File: src/rtl/cpu_bus_pkg.sv
// Shared types and AXI response encodings for the CPU-to-AXI bus bridge.
package cpu_bus_pkg;

    typedef enum logic [1:0] {
        ST_IDLE  = 2'd0,
        ST_READ  = 2'd1,
        ST_WRITE = 2'd2,
        ST_DONE  = 2'd3
    } state_t;

    localparam logic [1:0] RESP_OKAY   = 2'b00;
    localparam logic [1:0] RESP_SLVERR = 2'b10;
    localparam logic [1:0] RESP_DECERR = 2'b11;

endpackage

File: src/rtl/cpu_bus_bridge.sv
// Bridges a simple valid/done CPU memory port onto a single-outstanding AXI master,
// with address-window decode and a per-transaction timeout.
module cpu_bus_bridge
    import cpu_bus_pkg::*;
#(
    parameter int                ADDR_W         = 32,
    parameter int                DATA_W         = 32,
    parameter logic [ADDR_W-1:0] BASE_ADDR      = 32'h0100_0000,
    parameter logic [ADDR_W-1:0] ADDR_MASK      = 32'hFFFF_0000,
    parameter int                TIMEOUT_CYCLES = 256
) (
    input  logic                clk_i,
    input  logic                rst_i,
    input  logic                mem_valid_i,
    input  logic                mem_wen_i,
    input  logic [ADDR_W-1:0]   mem_addr_i,
    input  logic [DATA_W-1:0]   mem_wdata_i,
    input  logic [DATA_W/8-1:0] mem_strb_i,
    output logic [DATA_W-1:0]   mem_rdata_o,
    output logic                mem_done_o,
    output logic                mem_err_o,
    output logic [ADDR_W-1:0]   m_axi_araddr_o,
    output logic                m_axi_arvalid_o,
    input  logic                m_axi_arready_i,
    input  logic [DATA_W-1:0]   m_axi_rdata_i,
    input  logic [1:0]          m_axi_rresp_i,
    input  logic                m_axi_rvalid_i,
    output logic                m_axi_rready_o,
    output logic [ADDR_W-1:0]   m_axi_awaddr_o,
    output logic                m_axi_awvalid_o,
    input  logic                m_axi_awready_i,
    output logic [DATA_W-1:0]   m_axi_wdata_o,
    output logic [DATA_W/8-1:0] m_axi_wstrb_o,
    output logic                m_axi_wvalid_o,
    input  logic                m_axi_wready_i,
    input  logic [1:0]          m_axi_bresp_i,
    input  logic                m_axi_bvalid_i,
    output logic                m_axi_bready_o
);

    localparam int STRB_W = DATA_W / 8;
    localparam int CNT_W  = (TIMEOUT_CYCLES > 1) ? $clog2(TIMEOUT_CYCLES) : 1;
    localparam logic [CNT_W-1:0] CNT_LAST = (TIMEOUT_CYCLES > 0) ? CNT_W'(TIMEOUT_CYCLES - 1) : '0;

    function automatic logic in_window(input logic [ADDR_W-1:0] a);
        return (a & ADDR_MASK) == BASE_ADDR;
    endfunction

    function automatic logic resp_err(input logic [1:0] r);
        return (r == RESP_SLVERR) || (r == RESP_DECERR);
    endfunction

    state_t              state_q, state_d;
    logic [ADDR_W-1:0]   addr_q, addr_d;
    logic [DATA_W-1:0]   wdata_q, wdata_d;
    logic [STRB_W-1:0]   strb_q, strb_d;
    logic                wen_q, wen_d;
    logic [DATA_W-1:0]   rdata_q, rdata_d;
    logic                err_q, err_d;
    logic                arvalid_q, arvalid_d;
    logic                rready_q, rready_d;
    logic                awvalid_q, awvalid_d;
    logic                wvalid_q, wvalid_d;
    logic                bready_q, bready_d;
    logic [CNT_W-1:0]    cnt_q, cnt_d;
    logic                timeout;

    assign timeout = (TIMEOUT_CYCLES != 0) && (cnt_q == CNT_LAST);

    always_ff @(posedge clk_i or posedge rst_i) begin
        if (rst_i) begin
            state_q   <= ST_IDLE;
            addr_q    <= '0;
            wdata_q   <= '0;
            strb_q    <= '0;
            wen_q     <= 1'b0;
            rdata_q   <= '0;
            err_q     <= 1'b0;
            arvalid_q <= 1'b0;
            rready_q  <= 1'b0;
            awvalid_q <= 1'b0;
            wvalid_q  <= 1'b0;
            bready_q  <= 1'b0;
            cnt_q     <= '0;
        end else begin
            state_q   <= state_d;
            addr_q    <= addr_d;
            wdata_q   <= wdata_d;
            strb_q    <= strb_d;
            wen_q     <= wen_d;
            rdata_q   <= rdata_d;
            err_q     <= err_d;
            arvalid_q <= arvalid_d;
            rready_q  <= rready_d;
            awvalid_q <= awvalid_d;
            wvalid_q  <= wvalid_d;
            bready_q  <= bready_d;
            cnt_q     <= cnt_d;
        end
    end

    always_comb begin
        state_d   = state_q;
        addr_d    = addr_q;
        wdata_d   = wdata_q;
        strb_d    = strb_q;
        wen_d     = wen_q;
        rdata_d   = rdata_q;
        err_d     = err_q;
        arvalid_d = arvalid_q;
        rready_d  = rready_q;
        awvalid_d = awvalid_q;
        wvalid_d  = wvalid_q;
        bready_d  = bready_q;
        cnt_d     = cnt_q;

        case (state_q)
            ST_IDLE: begin
                if (mem_valid_i) begin
                    addr_d  = mem_addr_i;
                    wdata_d = mem_wdata_i;
                    strb_d  = mem_strb_i;
                    wen_d   = mem_wen_i;
                    cnt_d   = '0;
                    err_d   = 1'b0;
                    if (!in_window(mem_addr_i)) begin
                        err_d   = 1'b1;
                        state_d = ST_DONE;
                    end else if (mem_wen_i) begin
                        awvalid_d = 1'b1;
                        wvalid_d  = 1'b1;
                        state_d   = ST_WRITE;
                    end else begin
                        arvalid_d = 1'b1;
                        rready_d  = 1'b1;
                        state_d   = ST_READ;
                    end
                end
            end

            ST_READ: begin
                cnt_d = cnt_q + 1'b1;
                if (m_axi_arready_i) arvalid_d = 1'b0;
                // A completing beat takes priority over a timeout in the same cycle.
                if (m_axi_rvalid_i && rready_q) begin
                    rdata_d   = m_axi_rdata_i;
                    err_d     = resp_err(m_axi_rresp_i);
                    arvalid_d = 1'b0;
                    rready_d  = 1'b0;
                    state_d   = ST_DONE;
                end else if (timeout) begin
                    rdata_d   = '0;
                    err_d     = 1'b1;
                    arvalid_d = 1'b0;
                    rready_d  = 1'b0;
                    state_d   = ST_DONE;
                end
            end

            ST_WRITE: begin
                cnt_d = cnt_q + 1'b1;
                if (m_axi_awready_i) awvalid_d = 1'b0;
                if (m_axi_wready_i)  wvalid_d  = 1'b0;
                // B is only accepted once both AW and W have left the bridge.
                bready_d = (!awvalid_q || m_axi_awready_i) && (!wvalid_q || m_axi_wready_i);
                if (m_axi_bvalid_i && bready_q) begin
                    err_d     = resp_err(m_axi_bresp_i);
                    awvalid_d = 1'b0;
                    wvalid_d  = 1'b0;
                    bready_d  = 1'b0;
                    state_d   = ST_DONE;
                end else if (timeout) begin
                    rdata_d   = '0;
                    err_d     = 1'b1;
                    awvalid_d = 1'b0;
                    wvalid_d  = 1'b0;
                    bready_d  = 1'b0;
                    state_d   = ST_DONE;
                end
            end

            ST_DONE: state_d = ST_IDLE;

            default: state_d = ST_IDLE;
        endcase
    end

    assign mem_done_o      = (state_q == ST_DONE);
    assign mem_err_o       = (state_q == ST_DONE) && err_q;
    assign mem_rdata_o     = rdata_q;
    assign m_axi_araddr_o  = addr_q;
    assign m_axi_arvalid_o = arvalid_q;
    assign m_axi_rready_o  = rready_q;
    assign m_axi_awaddr_o  = addr_q;
    assign m_axi_awvalid_o = awvalid_q;
    assign m_axi_wdata_o   = wdata_q;
    assign m_axi_wstrb_o   = strb_q;
    assign m_axi_wvalid_o  = wvalid_q;
    assign m_axi_bready_o  = bready_q;

endmodule
File: config.mk
export PLATFORM = sky130hd
export DESIGN_NAME = cpu_bus_bridge
export DESIGN_NICKNAME = d
export VERILOG_FILES = /design/src/rtl/cpu_bus_pkg.sv /design/src/rtl/cpu_bus_bridge.sv
export SDC_FILE = /design/constraint.sdc
export NUM_CORES = 1
export LEC_CHECK = 0
export BUFFER_PORTS_ARGS = -buffer_cell sky130_fd_sc_hd__buf_2
export CAP_MARGIN = 20
export CORE_ASPECT_RATIO = 2
export CORE_MARGIN = 4
export CORE_UTILIZATION = 45
export DETAILED_ROUTE_END_ITERATION = 12
export PLACE_DENSITY = 0.76
export SYNTH_ARGS = -nofsm -noshare
export SYNTH_HDL_FRONTEND = slang
export SYNTH_SLANG_ARGS = --single-unit
File: constraint.sdc
create_clock -name clk_i -period 4.6 [get_ports clk_i]
set_clock_uncertainty 0.1 [all_clocks]
set_input_delay 0.46 -clock clk_i [delete_from_list [all_inputs] [get_ports clk_i]]
set_output_delay 0.46 -clock clk_i [all_outputs]
set_load 0.02 [all_outputs]
==> impl_metrics.ini <==
[placement]
dp_cells = 708
numPortBuffers = 249
gp_congestion = 0.904
place_hpwl_microns = 9690

[critical_path]
cpPeakStageDelay_ns = 0.58
worstPathMaxFanout = 46
setup.worst_path.end_class = flip-flop
r2r-end = m_axi_wdata_o[21]
r2r_cells = 5
worst_ep_arrival_time_ns = 2.79
crit_chain = inv_1, ha_1, nand2_2, buf_4, mux2_2
reg2reg_from = state_q[0]
path_class = flip-flop to flip-flop
critPathRequiredTime_ns = 4.78
slowest_stage = buf_4
start_kind = flip-flop
reg2reg_slack_ns = 1.99

[cts]
h-tree-depth = 4
ctsHoldBuffers = 0
cts_buffers = 17
cts_sinks = 116
post_cts_resized = 0
post_cts.repair.setup_buffers = 0
root_buffer = clkbuf_16
clockBufferDepth = 2
clk_pin_slew_worst_paths_ns = 0.06
cts_tree = done
insertion_delay_ns = 0.39

[timing]
rsz0062_at_grt = no
tightest_slew_ns = 0.864
finalSetupViolCount = 0
fmax_mhz = 383
min_period_ns = 2.61
tns_ns = 0
finalMaxSlewViolations = 0
slew_headroom = 0.424
hold_viol = 0
min_period_over_period = 0.568

[grt]
grt_max_degree = 72
grt_pass1_vias = 4090
grt_usage = 0.205
grt_antenna_before_repair = 1
grt_pass1_wl_microns = 19800
globalRoute.totalOverflow = 0

[power_and_ir_drop]
p_leak_nw = 3.45
power_density_nw_per_um2 = 831
ir_drop_mv = 0.520

[synthesis]
yosysSeqAreaShare = 0.593
synthDistinctLibCells = 41
yosysWarnings = 0
yosysMostFrequentCell = dfrtp_1
synth.area.top_cells = dfrtp_1 (59%), mux2_2 (16%), a22o_1 (6.3%)
ys.flop_type = dfrtp_1
ys_ff_latch = 116
netlist.area_leader.share = 0.593
synth_commonest_cells = dfrtp_1 (116), mux2_2 (68), a22o_1 (35)
async_flop_share = 1.00
netlist_area_sq_um = 4890
synth_cells = 366
netlist.top_cell.by_area = dfrtp_1
synth_edf_count = 0
syn_nets = 484
syn_avg_cell_area_sq_um = 13.4

[die]
die_w_microns = 81.7
num_rows = 53
ioPinCount = 252
core_area_sq_um = 10500
start_util = 0.464
die-area_sq_um = 12700
die_h_microns = 155

[routing]
drcViolationCount = 0
viasPerCell = 5.06
drtAntennaViolNets = 0
first_pass_iters = 4
via_count = 3750
wl_per_cell_microns = 17.1
drt_iter0_markers = 115
finalWirelength_microns = 12700

[final_layout]
instances_no_fill = 741
nets = 708
syn2layout_area_growth_pct = 37.2
drive_above_1_share = 0.595

[min_path]
hp-class = input port to async pin

[status]
status = finished clean

[run]
max_cap_violations = 0
-- worst max-delay path, delay by kind of cell, from the launching register on --
family | cells | cell delay, ns
buffers and inverters | 2 | 0.68
and+or+nand+nor | 1 | 0.53
muxes | 1 | 0.41
DFF | 1 | 0.40
adders and majority gates | 1 | 0.33
-- state kept, by name, summed over array words and instances, names as in the netlist --
name	flops
m_axi_araddr_o	32
m_axi_wdata_o	32
mem_rdata_o	32
cnt_q	8
m_axi_wstrb_o	4
state_q	2
err_q	1
m_axi_arvalid_o	1
m_axi_awvalid_o	1
m_axi_bready_o	1
m_axi_rready_o	1
m_axi_wvalid_o	1
-- worst max path at each step --
stage	to	startpoint	slack (ns)
after global placement	m_axi_araddr_o[2]	state_q[0]	2.08
after CTS	m_axi_araddr_o[19]	state_q[0]	1.96
after detailed placement	m_axi_araddr_o[19]	state_q[0]	1.95
after floorplan	cnt_q[0]	rst_i	0.97
after global routing	m_axi_araddr_o[1]	state_q[0]	1.80
final	m_axi_wdata_o[21]	state_q[0]	1.99
-- cells in the final DEF, fill, tap and decap left out, drive strengths merged, types with 3 or more instances in the layout --
| cell type | Yosys | layout |
|---|---|---|
| nand2b | 3 | 3 |
| nand2 | 15 | 15 |
| nand3 | 5 | 5 |
| nor2 | 9 | 9 |
| inv | 7 | 7 |
| nor4 | 6 | 6 |
| dfrtp | 116 | 116 |
| clkbuf | 9 | 20 |
| buf | 39 | 253 |
| clkinvlp | 0 | 4 |
| a21oi | 5 | 5 |
| ha | 5 | 5 |
| a22o | 35 | 35 |
| mux2 | 68 | 68 |
| nor3 | 5 | 5 |
| o22ai | 3 | 3 |
| clkinv | 0 | 3 |
| o21ai | 7 | 7 |
| bufinv | 0 | 5 |
-- power breakdown --
part / internal [mW] / switching, mW / total, mW
clock network: 0.990 / 0.448 / 1.44
registers: 1.50 / 0.294 / 1.79
logic: 0.939 / 1.41 / 2.35
total: 3.43 / 2.15 / 5.58
-- metal layers --
| layer | routed length (microns) | GRT usage |
|---|---|---|
| met4 | 398 | 0.105 |
| met5 | 0 | 0 |
| met3 | 904 | 0.0568 |
| met1 | 4310 | 0.216 |
| met2 | 7060 | 0.360 |
-- kinds of logic after synthesis --
| group | synth area share |
|---|---|
| AND/OR/NAND/NOR | 0.0563 |
| buffers and inverters | 0.0675 |
| adder cells (fa/ha/maj) | 0.0128 |
| XOR/XNOR | 0.00358 |
| multiplexers | 0.161 |
| flip-flops | 0.593 |
| AO/OA/AOI/OAI | 0.106 |
-- area by class of cell --
cell class | instances | area (sq um)
diodes | 1 | 2.50
clock buffers | 20 | 457
clock inverters | 12 | 203
fillers | 833 | 3830
inverters | 7 | 28.8
multi-input cells | 195 | 1670
flip-flops and latches | 116 | 2900
well taps | 137 | 171
repair buffers | 253 | 1280
-- metrics by stage --
stage | instance area [sq um] | total power, mW | hold slack, ns | setup slack [ns] | util
2_1_floorplan | 4890 | 3.49 | 0.385 | 0.968 | -
3_3_place_gp | 6050 | 4.10 | 0.377 | 2.08 | 0.574
3_5_place_dp | 6050 | 4.18 | 0.377 | 1.95 | 0.574
4_1_cts | 6710 | 5.65 | 0.166 | 1.96 | 0.637
5_1_grt | 6710 | 5.88 | 0.174 | 1.80 | 0.637
6_report | 6710 | 5.58 | 0.145 | 1.99 | 0.637
Note: power is estimated with default switching activity, not from simulation.
